**config.mk**
```make
export PLATFORM = sky130hd
export DESIGN_NAME = i2c_pwm_regs
export DESIGN_NICKNAME = d
export VERILOG_FILES = /design/src/rtl/i2c_pwm_regs.sv
export SDC_FILE = /design/constraint.sdc
export NUM_CORES = 1
export LEC_CHECK = 0
export BUFFER_PORTS_ARGS = -buffer_cell sky130_fd_sc_hd__buf_4
export CAP_MARGIN = 5
export CORE_UTILIZATION = 50
export CTS_BUF_LIST = sky130_fd_sc_hd__clkbuf_4
export DETAILED_ROUTE_END_ITERATION = 8
export HOLD_SLACK_MARGIN = 0.03
export PLACE_DENSITY = 0.71
export REMOVE_ABC_BUFFERS = 1
export SLEW_MARGIN = 40
export SYNTH_ARGS = -nofsm -noshare
export SYNTH_HDL_FRONTEND = slang
export SYNTH_SLANG_ARGS = --single-unit
```
**constraint.sdc**
```tcl
create_clock -name clk -period 4.05 [get_ports clk]
set_input_delay 0.405 -clock clk [delete_from_list [all_inputs] [get_ports clk]]
set_output_delay 0.405 -clock clk [all_outputs]
set_load 0.005 [all_outputs]
```
**src/rtl/i2c_pwm_regs.sv**
```systemverilog
// rtl/i2c_pwm_regs.sv - I2C target register file holding the LED PWM duty values
module i2c_pwm_regs #(
   parameter logic [6:0] ADDR = 7'h42,
   parameter int         NCH  = 8,
   parameter int         PW   = $clog2(NCH)
) (
   input  logic             clk,
   input  logic             rst,
   input  logic             scl_i,
   input  logic             sda_i,
   output logic             sda_oe,
   output logic [8*NCH-1:0] duty,
   output logic             wr_strobe,
   output logic [PW-1:0]    wr_index,
   output logic             busy
);

   typedef enum logic [3:0] {
      S_IDLE, S_ADDR, S_ADDR_ACK, S_PTR, S_PTR_ACK,
      S_WDATA, S_WDATA_ACK, S_RDATA, S_RDATA_ACK, S_IGNORE
   } state_t;

   localparam logic [8:0] NCH_W = 9'(NCH);

   logic [1:0]    scl_sync, sda_sync;
   logic [2:0]    scl_hist, sda_hist;
   logic          scl_f, sda_f, scl_d, sda_d;
   logic          scl_rise, scl_fall, start_det, stop_det;

   state_t        state_q, state_n;
   logic [7:0]    shift_q, shift_n;
   logic [3:0]    cnt_q, cnt_n;
   logic [PW-1:0] ptr_q, ptr_n;
   logic          rd_q, rd_n;
   logic          oe_n, busy_n, wr_n;
   logic [7:0]    byte_in;
   logic [7:0]    regs [NCH];

   function automatic logic maj3(input logic [2:0] v);
      return (v[0] & v[1]) | (v[0] & v[2]) | (v[1] & v[2]);
   endfunction

   // Synchronise and majority-filter the bus lines; idle bus is high
   always_ff @(posedge clk or posedge rst) begin
      if (rst) begin
         scl_sync <= 2'b11;
         sda_sync <= 2'b11;
         scl_hist <= 3'b111;
         sda_hist <= 3'b111;
         scl_f    <= 1'b1;
         sda_f    <= 1'b1;
         scl_d    <= 1'b1;
         sda_d    <= 1'b1;
      end else begin
         scl_sync <= {scl_sync[0], scl_i};
         sda_sync <= {sda_sync[0], sda_i};
         scl_hist <= {scl_hist[1:0], scl_sync[1]};
         sda_hist <= {sda_hist[1:0], sda_sync[1]};
         scl_f    <= maj3(scl_hist);
         sda_f    <= maj3(sda_hist);
         scl_d    <= scl_f;
         sda_d    <= sda_f;
      end
   end

   assign scl_rise  = scl_f & ~scl_d;
   assign scl_fall  = ~scl_f & scl_d;
   assign start_det = scl_f & scl_d & sda_d & ~sda_f;
   assign stop_det  = scl_f & scl_d & ~sda_d & sda_f;
   assign byte_in   = {shift_q[6:0], sda_f};

   // Protocol state and datapath registers
   always_ff @(posedge clk or posedge rst) begin
      if (rst) begin
         state_q   <= S_IDLE;
         shift_q   <= 8'h00;
         cnt_q     <= 4'd0;
         ptr_q     <= '0;
         rd_q      <= 1'b0;
         sda_oe    <= 1'b0;
         busy      <= 1'b0;
         wr_strobe <= 1'b0;
         wr_index  <= '0;
      end else begin
         state_q   <= state_n;
         shift_q   <= shift_n;
         cnt_q     <= cnt_n;
         ptr_q     <= ptr_n;
         rd_q      <= rd_n;
         sda_oe    <= oe_n;
         busy      <= busy_n;
         wr_strobe <= wr_n;
         if (wr_n) wr_index <= ptr_q;
      end
   end

   // Duty registers, written on the 8th rise of a data byte
   always_ff @(posedge clk or posedge rst) begin
      if (rst) begin
         for (int k = 0; k < NCH; k++) regs[k] <= 8'h00;
      end else if (wr_n) begin
         regs[ptr_q] <= byte_in;
      end
   end

   // Next state; START/STOP override everything so aborted bytes leave no trace
   always_comb begin
      state_n = state_q;
      shift_n = shift_q;
      cnt_n   = cnt_q;
      ptr_n   = ptr_q;
      rd_n    = rd_q;
      oe_n    = sda_oe;
      busy_n  = busy;
      wr_n    = 1'b0;
      if (stop_det) begin
         state_n = S_IDLE;
         oe_n    = 1'b0;
         busy_n  = 1'b0;
      end else if (start_det) begin
         state_n = S_ADDR;
         cnt_n   = 4'd0;
         oe_n    = 1'b0;
         busy_n  = 1'b1;
      end else begin
         case (state_q)
            S_IDLE: ;
            S_ADDR: if (scl_rise) begin
               shift_n = byte_in;
               cnt_n   = cnt_q + 4'd1;
               if (cnt_q == 4'd7) begin
                  cnt_n   = 4'd0;
                  rd_n    = sda_f;
                  state_n = (shift_q[6:0] == ADDR) ? S_ADDR_ACK : S_IGNORE;
               end
            end
            // cnt 0: waiting for the fall that opens the ACK slot; cnt 1: ACK driven
            S_ADDR_ACK, S_PTR_ACK, S_WDATA_ACK: if (scl_fall) begin
               if (cnt_q == 4'd0) begin
                  oe_n  = 1'b1;
                  cnt_n = 4'd1;
               end else begin
                  oe_n  = 1'b0;
                  cnt_n = 4'd0;
                  if (state_q == S_ADDR_ACK && rd_q) begin
                     state_n = S_RDATA;
                     shift_n = regs[ptr_q];
                     oe_n    = ~regs[ptr_q][7];
                  end else if (state_q == S_ADDR_ACK) begin
                     state_n = S_PTR;
                  end else begin
                     state_n = S_WDATA;
                  end
               end
            end
            S_PTR: if (scl_rise) begin
               shift_n = byte_in;
               cnt_n   = cnt_q + 4'd1;
               if (cnt_q == 4'd7) begin
                  cnt_n = 4'd0;
                  if ({1'b0, byte_in} < NCH_W) begin
                     ptr_n   = byte_in[PW-1:0];
                     state_n = S_PTR_ACK;
                  end else begin
                     state_n = S_IGNORE;
                  end
               end
            end
            S_WDATA: if (scl_rise) begin
               shift_n = byte_in;
               cnt_n   = cnt_q + 4'd1;
               if (cnt_q == 4'd7) begin
                  cnt_n   = 4'd0;
                  wr_n    = 1'b1;
                  ptr_n   = ptr_q + 1'b1;
                  state_n = S_WDATA_ACK;
               end
            end
            // cnt counts bits whose SCL rise has been seen
            S_RDATA: begin
               if (scl_rise) begin
                  cnt_n = cnt_q + 4'd1;
                  if (cnt_q == 4'd7) ptr_n = ptr_q + 1'b1;
               end else if (scl_fall && cnt_q != 4'd0) begin
                  if (cnt_q == 4'd8) begin
                     oe_n    = 1'b0;
                     cnt_n   = 4'd0;
                     state_n = S_RDATA_ACK;
                  end else begin
                     shift_n = {shift_q[6:0], 1'b0};
                     oe_n    = ~shift_q[6];
                  end
               end
            end
            S_RDATA_ACK: begin
               if (scl_rise) begin
                  if (sda_f) state_n = S_IGNORE;
                  else       cnt_n   = 4'd1;
               end else if (scl_fall && cnt_q == 4'd1) begin
                  state_n = S_RDATA;
                  cnt_n   = 4'd0;
                  shift_n = regs[ptr_q];
                  oe_n    = ~regs[ptr_q][7];
               end
            end
            S_IGNORE: oe_n = 1'b0;
            default: begin
               state_n = S_IDLE;
               oe_n    = 1'b0;
            end
         endcase
      end
   end

   for (genvar k = 0; k < NCH; k++) begin : g_duty
      assign duty[8*k +: 8] = regs[k];
   end

endmodule

```
==> metrics.md, run 1 <==
| Metric | Value |
|---|---|
| Initial Utilization | 0.524 |
| Worst slew pin tran | slightly below 0.9 ns |
| Dominant synthesized flop cell | dfrtp_1 |
| Vias in the first global route | approximately 3.8k |
| VDD IR max | ~0.00026 V |
| TritonCTS clock tree | done |
| Floorplan core area | approximately 10000 µm² |
| Nets | slightly below 500 |
| Root buffer cell | clkbuf_4 |
| Layout cell share with drive strength beyond 1 | 0.430 |
| Die X-Extent | around 100 µm |
| Clk pwr share | 0.312 |
| Slew Limit Fails | 0 |
| Antenna violations before repair | 0 |
| Sequential element share of the synthesized area | 0.498 |
| Iteration-0 DRC Markers | approximately 250 |
| Critical path launch point type | register |
| Area post-placement | 5880 µm² |
| Gp weighted congestion | 0.888 |
| Clk_skew | roughly 0.023 ns |
| Site row count | 36 |
| Sw Share | 0.289 |
| Crit path capture type | register |
| Detail Route Antenna Nets | 0 |
| H-tree depth | 3 |
| Area delta synth->final | 16.7% |
| Hold Slack | between 0.05 and 0.06 ns |
| TritonRoute pass-1 iters | 4 |
| WL per Instance | approximately 21 µm |
| Fin crit share | 0.736 |
| Final Util | 0.611 |
| Buffer depth of the longest clock path | 2 |
| First-pass GRT wire length | 21.1 mm |
| CTS clk-pin slew, worst paths | between 0.15 and 0.2 ns |
| FILL cells | ~820 |
| Ports | between 70 and 80 |
| Die Ht | ~100 µm |
| Ys async rst share | 1.00 |
| Drt drc | 0 |
| Post-layout power | 2.18 mW |
| Die area | about 11000 µm² |
| Final WL | between 10 and 15 mm |
| Final instance area | 6080 µm² |
| Critical path peak fanout | 22 |
| Worst-Skew Late Latency | between 0.4 and 0.5 ns |
| Yosys warns | 0 |
| Cell Area, Synth | around 5200 µm² |
| Num CTS Buffers | 9 |
| Achievable frequency | between 300 and 400 MHz |
| Cell Pwr Density | 358 nW/µm² |
| Pin count of the biggest net entering global routing | 83 |
| R2R depth | 6 |
| Fin crit period | a little under 3 ns |
| Unrepaired setup endpoints after global routing | false |
| Worst Setup Path Type | register to register |
| Mapped Cells | between 400 and 500 |
| Setup Fix Bufs, Post-CTS | 0 |
| CTS Sinks | roughly 100 |
| LEAKAGE | 2.84 nW |
| Fin. Hold Viols | 0 |
| Data arrival, critical path | 3.33 ns |
| Finish-stage setup viols | 0 |
| Sw power | between 0.6 and 0.7 mW |
| Slew headroom | 0.401 |
| Max-cap viol count | 0 |
| Comb power frac | 0.173 |
| Port Buffers | 73 |
| N_diodes | 0 |
| Global route overflow | 0 |
| Syn avg cell area | ~12 µm² |
| Worst hold path type | input port to async pin |
| Vias per cell | a little over 6 |
| Fin Setup TNS | 0 ns |
| Synthesis-stage register bit count | about 100 |
| Register share of total power | 0.514 |
| Total number of vias | around 3.8k |
| Number of flops mapped to enable cells by yosys | 0 |
| Run status | finished, final reports clean |
| Unique masters post-synth | between 60 and 70 |
| Gr usage total | 0.251 |
| HPWL Detailed | between 9 and 10 mm |
| Power Internal | 1.55 mW |
| Required time of the critical path | 4.40 ns |
## power groups by stage
stage	logic (mW)	registers [mW]	clock network [mW]
after CTS	0.374	1.12	0.686
final	0.377	1.12	0.680
after global routing	0.413	1.13	0.722
after floorplan	0.246	1.13	0
after global placement	0.366	1.13	0
after detailed placement	0.372	1.14	0
## layout make-up
cell class,count,area [µm²],area share
clock inverters,5,105,0.0173
repair buffers,82,621,0.102
well taps,133,166,0.0274
inverters,9,43.8,0.00720
clock buffers,11,82.6,0.0136
multi-input cells,281,2470,0.406
flip-flops and latches,103,2600,0.427
## cells by family (layout without fill, tap and decap cells)
kind of cell               Yosys count  after routing  synth area share
xor gates and xnor gates             1              1           0.00168
buffers and inverters               35            107            0.0283
adders and majority gates            6              6            0.0134
muxes                              103            103             0.252
and+or+nand+nor                    105            105             0.120
DFF                                103            103             0.498
AOI/OAI and AO/OA                   66             66            0.0874
## repair_timing
item / 4_1_cts / 5_1_grt
hold endpoints to repair: 1 / 1
setup endpoints to repair: 0 / 0
hold buffers: 1 / 1
gates resized for setup: 0 / 0
## sequential cells by signal, summed over array words and instances (netlist names), 2 cells and up
signal / cells
cnt_q: 4
duty: 64
ptr_q: 3
scl_hist: 3
scl_sync: 2
sda_hist: 3
sda_sync: 2
shift_q: 7
state_q: 4
wr_index: 3
## routing by layer
metal / GRT usage / routed length, µm / vias to the layer above
li1: - / - / 1680
met1: 0.350 / 5770 / 1951
met2: 0.406 / 6570 / 123
met3: 0.0388 / 647 / 16
met4: 0.0796 / 175 / 0
met5: 0 / 0 / -
## placed cells by master, fill, tap and decap left out, types with 3 or more instances in the layout
cell        n
nand3_1     9
nand3b_1    6
clkbuf_4   11
a21oi_1    16
nor2_1     12
ha_1        4
nor3_1      8
mux4_2     15
a31oi_1     4
o21a_1      3
mux2_2     68
nand2b_1    8
o21ai_0    16
mux2i_1    14
nor3b_1     3
inv_1       7
mux2_1      6
dfstp_2    14
a32o_1      3
nor2b_1    10
dfrtp_1    88
nand2_1    26
buf_4      80
bufinv_16   3
## worst max-delay path, stage by stage (launching register included)
cell,delay [ns]
dfrtp_1,0.78
nand3b_1,0.25
or4_4,0.60
clkinv_4,0.09
nand2_4,0.09
nor3b_4,0.63
mux2_2,0.41
## per-stage QoR
step / cells / setup WS (ns)
after floorplan: 393 / 0.964
after global placement: 606 / 1.22
after detailed placement: 606 / 1.16
after CTS: 623 / 1.12
after global routing: 624 / 0.953
final: 624 / 1.07
## path summary, 6_finish.rpt
kind | from | endpoint | slack, ns
worst max-delay path | state_q[2] | duty[25] | 1.07
worst min-delay path | rst | ptr_q[0] | 0.06
worst max register to register | state_q[2] | duty[25] | 1.07
worst min register to register | scl_sync[1] | scl_hist[0] | 0.37
max in group asynchronous | rst | scl_d | 3.19
min in group clk | scl_sync[1] | scl_hist[0] | 0.37
## cells in the mapped netlist, drive strengths merged (10+ instances only)
master / n / area, µm²
dfrtp: 89 / 2230
mux2: 74 / 833
nand2: 27 / 109
clkbuf: 19 / 71.3
a21oi: 16 / 80.1
o21ai: 16 / 80.1
mux4: 15 / 338
dfstp: 14 / 368
mux2i: 14 / 140
nor2: 13 / 51.3
nor2b: 10 / 62.6
nor3: 10 / 66.3
Power figures use the tool's default switching activity.
==> run 2: changes to the inputs <==
- clock period: 4.05 -> 2.98 ns (I/O delays scaled with it)
==> metrics.md, run 2 (synthesis results as in run 1) <==
| Metric | Value |
|---|---|
| Run status | finished, final reports clean |
| Worst Setup Path Type | register to register |
| Unrepaired setup endpoints after global routing | false |
| Worst flop-to-flop path startpoint | scl_f |
| Clk_skew | just over 0.04 ns |
| Critical path peak fanout | 9 |
| Num CTS Buffers | 9 |
| Most frequent cells in the layout | buf_4 (90), dfrtp_1 (89), mux2_2 (68) |
| Worst-Skew Late Latency | 0.48 ns |
| Buffer depth of the longest clock path | 2 |
| Sw Share | 0.318 |
| H-tree depth | 3 |
| Required time of the critical path | about 3.3 ns |
| Post-CTS resize count | 0 |
| Area post-placement | roughly 6000 µm² |
| CTS Sinks | slightly above 100 |
| WP buf/inv | 1 |
| Vias per cell | just under 6 |
| Worst slew pin tran | around 0.73 ns |
| Drt drc | 0 |
| Worst Hold End | scl_hist[0] |
| Worst hold path type | register to register |
| Largest register FFs | 64 |
| Hold Slack | roughly 0.37 ns |
| Finish-stage setup viols | 0 |
| CP cell instances | nand2b_2 > or4_4 > clkinv_4 > nand2_4 > nor3b_4 > mux2_2 |
| First-pass GRT wire length | between 20 and 25 mm |
| Site row count | 36 |
| Layout cell share with drive strength beyond 1 | 0.440 |
| Ports | between 70 and 80 |
| Port Buffers | between 70 and 80 |
| Power Internal | between 1.5 and 2 mW |
| Slew headroom | 0.512 |
| Max-cap viol count | 0 |
| Critical path launch point type | register |
| CP max stage cell | dfstp_2 |
| Cell Pwr Density | ~440 nW/µm² |
| Fin. Hold Viols | 0 |
| WL per Instance | between 20 and 25 µm |
| Gr usage total | 0.250 |
| Register share of total power | 0.549 |
| Antenna violations before repair | 0 |
| Worst path max stage delay | ~0.63 ns |
| Global route overflow | 0 |
| Die area | 10800 µm² |
| Most common cell after layout, fill and taps aside | buf_4 |
| Floorplan core area | 9950 µm² |
| Slew Limit Fails | 0 |
| Crit path capture type | register |
| Fin crit share | 0.882 |
| Clk pwr share | 0.253 |
| Final instance area | about 6100 µm² |
| TritonRoute pass-1 iters | 4 |
| Die X-Extent | roughly 100 µm |
| Total number of vias | between 3k and 4k |
| Achievable frequency | between 300 and 400 MHz |
| Comb power frac | 0.197 |
| Root buffer cell | clkbuf_4 |
| TritonCTS clock tree | done |
| Initial Utilization | 0.524 |
| Top delay family on crit path | simple AND/OR/NAND/NOR gates |
| Hold path startpoint | scl_sync[1] |
| FILL cells | around 830 |
| Vias in the first global route | between 3k and 4k |
| VDD IR max | about 0.00024 V |
| Fin crit period | 2.63 ns |
| Post-layout power | 2.73 mW |
| Nets | about 500 |
| LEAKAGE | approximately 2.9 nW |
| CTS clk-pin slew, worst paths | around 0.15 ns |
| Fin Setup TNS | 0 ns |
| Sw power | about 0.87 mW |
| HPWL Detailed | 9.10 mm |
| Pin count of the biggest net entering global routing | 56 |
| Data arrival, critical path | around 3.0 ns |
| N_diodes | 0 |
| R2R depth | 6 |
| Final WL | about 13 mm |
| Reg2reg setup slack | 0.35 ns |
| Critical path depth in cells | 6 |
| Hold depth | 0 |
| Detail Route Antenna Nets | 0 |
| FF-to-FF End | duty[30] |
| Iteration-0 DRC Markers | about 150 |
| Die Ht | between 100 and 150 µm |
| Area delta synth->final | 17.9% |
| Gp weighted congestion | roughly 0.94 |
run 2: power by group through the flow:
| stage | registers, mW | logic (mW) | clock network (mW) |
|---|---|---|---|
| finish | 1.50 | 0.539 | 0.691 |
| global route | 1.51 | 0.596 | 0.756 |
| CTS | 1.50 | 0.536 | 0.713 |
| detailed placement | 1.52 | 0.529 | 0 |
| global placement | 1.52 | 0.537 | 0 |
| floorplan | 1.54 | 0.335 | 0 |
run 2: cell type report:
class / count / area, µm² / share of cell area
clock buffers: 10 / 75.1 / 0.0122
clock inverters: 6 / 51.3 / 0.00835
inverters: 9 / 41.3 / 0.00672
multi-input cells: 281 / 2470 / 0.402
flip-flops and latches: 103 / 2590 / 0.422
well taps: 133 / 166 / 0.0271
repair buffers: 95 / 746 / 0.121
run 2: worst register-to-register path, cell delays in order, from the launching register on:
cell	delay, ns
dfstp_2	0.63
nand2b_2	0.14
or4_4	0.60
clkinv_4	0.10
nand2_4	0.09
nor3b_4	0.57
mux2_2	0.41
run 2: worst max-delay path by stage:
| stage | from | to | slack, ns |
|---|---|---|---|
| after global routing | scl_f | duty[30] | 0.23 |
| after global placement | scl_f | duty[26] | 0.42 |
| after floorplan | rst | busy | 0.001 |
| final | scl_f | duty[30] | 0.35 |
| after detailed placement | scl_f | duty[28] | 0.37 |
| after CTS | scl_f | duty[30] | 0.35 |
run 2: per-layer routing:
metal  track usage  vias up  wire [µm]
met5             0        -          0
met4        0.0776        0        203
li1              -     1706          -
met3        0.0457       17        687
met1         0.355     1915       5920
met2         0.392      106       6060
run 2: through the flow:
step                      instances  setup WS, ns   util
after floorplan                 393       0.00133      -
after CTS                       637         0.348  0.617
after global placement          618         0.421  0.601
final                           637         0.351  0.617
after global routing            637         0.234  0.617
after detailed placement        618         0.367  0.601
run 2: repair_timing:
action,4_1_cts,5_1_grt
hold endpoints to repair,42,0
hold buffers,3,0
setup buffers,0,0
==> run 3: changes to the inputs <==
- ABC_CLOCK_PERIOD_IN_PS: unset -> 2980
- CORE_UTILIZATION: 50 -> 59
- PLACE_DENSITY: 0.71 -> 0.82
==> metrics.md, run 3 (synthesis results as in run 1) <==
| Metric | Value |
|---|---|
| Fin crit period | 2.70 ns |
| Worst Setup Path Type | register to register |
| Final WL | between 10 and 15 mm |
| Site row count | 33 |
| Root buffer cell | clkbuf_4 |
| HPWL Detailed | roughly 9.3 mm |
| Post-layout power | ~2.8 mW |
| Worst flop-to-flop path startpoint | state_q[3] |
| Non-Filler Instances | between 600 and 700 |
| Max-cap viol count | 0 |
| Die X-Extent | between 90 and 100 µm |
| Num CTS Buffers | 9 |
| Most frequent cells in the layout | dfrtp_1 (89), buf_4 (89), mux2_2 (68) |
| Setup Fix Bufs, Post-CTS | 0 |
| Die Ht | between 90 and 100 µm |
| Global route overflow | 0 |
| Die area | 9210 µm² |
| Final Util | 0.728 |
| N_diodes | 0 |
| FILL cells | about 550 |
| Area post-placement | around 5900 µm² |
| VDD IR max | around 0.00029 V |
| TritonCTS clock tree | done |
| Required time of the critical path | roughly 3.3 ns |
| Comb power frac | 0.195 |
| Worst-Skew Late Latency | ~0.46 ns |
| FF-to-FF End | shift_q[1] |
| Area delta synth->final | 17.0% |
| Placed Cells | between 500 and 600 |
| Floorplan core area | about 8400 µm² |
| Gp weighted congestion | 0.952 |
| Total number of vias | approximately 3.8k |
| Final instance area | 6100 µm² |
| WL per Instance | between 20 and 25 µm |
| Worst hold path type | register to register |
| Critical path launch point type | register |
| Run status | finished, final reports clean |
| Unrepaired setup endpoints after global routing | false |
| Critical path peak fanout | 19 |
| Ports | 74 |
| Largest register FFs | 64 |
| Antenna violations before repair | 0 |
| Pin count of the biggest net entering global routing | 74 |
| R2R depth | 6 |
| TritonRoute pass-1 iters | 4 |
| CTS clk-pin slew, worst paths | between 0.15 and 0.2 ns |
| Fin crit share | 0.905 |
| Hold depth | 0 |
| CP cell instances | buf_4 > or4b_2 > a31oi_1 > nor3_1 > o2111ai_2 > mux2_2 |
| Initial Utilization | 0.622 |
| Worst slew pin tran | approximately 0.8 ns |
| Iteration-0 DRC Markers | approximately 270 |
| Sw power | around 0.88 mW |
| Clk pwr share | 0.258 |
| Place WS | approximately 0.33 ns |
| Reg2reg setup slack | 0.28 ns |
| H-tree depth | 3 |
| Gr usage total | 0.304 |
| Vias in the first global route | between 3k and 4k |
| Detail Route Antenna Nets | 0 |
| Worst path max stage delay | just over 0.7 ns |
| Layout cell share with drive strength beyond 1 | 0.440 |
| Slew headroom | 0.465 |
| Clk_skew | 0.0263 ns |
| Sw Share | 0.320 |
| Port Buffers | 73 |
| Data arrival, critical path | 3.04 ns |
| Drt drc | 0 |
| Slew Limit Fails | 0 |
| LEAKAGE | between 2 and 3 nW |
| Nets | a little over 500 |
| Cell Pwr Density | 451 nW/µm² |
| Hold path startpoint | scl_sync[0] |
| Power Internal | 1.87 mW |
| Achievable frequency | ~370 MHz |
| Fin. Hold Viols | 0 |
| Crit path capture type | register |
| Worst Hold End | scl_sync[1] |
| Vias per cell | approximately 6.3 |
| Fin Setup TNS | 0 ns |
| CTS Sinks | about 100 |
| Fin worst setup slack | 0.284 ns |
| Buffer depth of the longest clock path | 2 |
| CP max stage cell | or4b_2 |
| First-pass GRT wire length | approximately 20 mm |
| Register share of total power | 0.547 |
| Hold Slack | ~0.37 ns |
| Finish-stage setup viols | 0 |
==> run 3: cell types whose count changed in the layout (fill, tap and decap cells not counted) <==
cell,change
buf_12,-1
buf_4,-1
clkinv_2,-1
clkinv_4,-1
clkinv_8,+1
inv_6,+1
nor4_1,-1
nor4_2,+1
==> run 3: metal layers <==
metal  track usage  up-vias  wire [µm]
met5             0        -          0
met4         0.101        0        244
met3        0.0671       18        675
met2         0.507      126       6830
met1         0.395     1969       5400
li1              -     1712          -
==> run 3: how the worst max path moves through the flow <==
stage / startpoint / to / slack [ns] / cells after the start
after floorplan: rst / busy / 0.001 / 1
after global placement: state_q[1] / shift_q[2] / 0.28 / 5
after detailed placement: state_q[1] / shift_q[2] / 0.33 / 5
after CTS: state_q[1] / shift_q[0] / 0.31 / 5
after global routing: state_q[3] / shift_q[1] / 0.17 / 6
final: state_q[3] / shift_q[1] / 0.28 / 6
==> run 3: worst max-delay path: cells and delay by family, from the launching register on <==
kind	cells	cell delay (ns)
flops	1	0.37
compound gates	2	0.72
buf+inv	1	0.22
simple gates	2	0.88
mux	1	0.40
==> run 3: power groups by stage <==
stage	clock, mW	combinational, mW	sequential, mW
after floorplan	0	0.335	1.54
after global placement	0	0.533	1.53
after detailed placement	0	0.525	1.53
after CTS	0.729	0.530	1.50
after global routing	0.778	0.583	1.52
final	0.710	0.537	1.51
==> run 3: what timing repair did <==
action,4_1_cts,5_1_grt
hold endpoints to repair,20,0
resized for setup,0,0
hold buffers,3,0
==> run 3: layout make-up <==
| type | count | area (µm²) | share of cell area |
|---|---|---|---|
| sequential | 103 | 2590 | 0.426 |
| multi-input combinational | 281 | 2470 | 0.406 |
| timing repair buffer | 93 | 718 | 0.118 |
| tap | 105 | 131 | 0.0215 |
| clock buffer | 10 | 75.1 | 0.0123 |
| clock inverter | 6 | 62.6 | 0.0103 |
| inverter | 9 | 41.3 | 0.00677 |
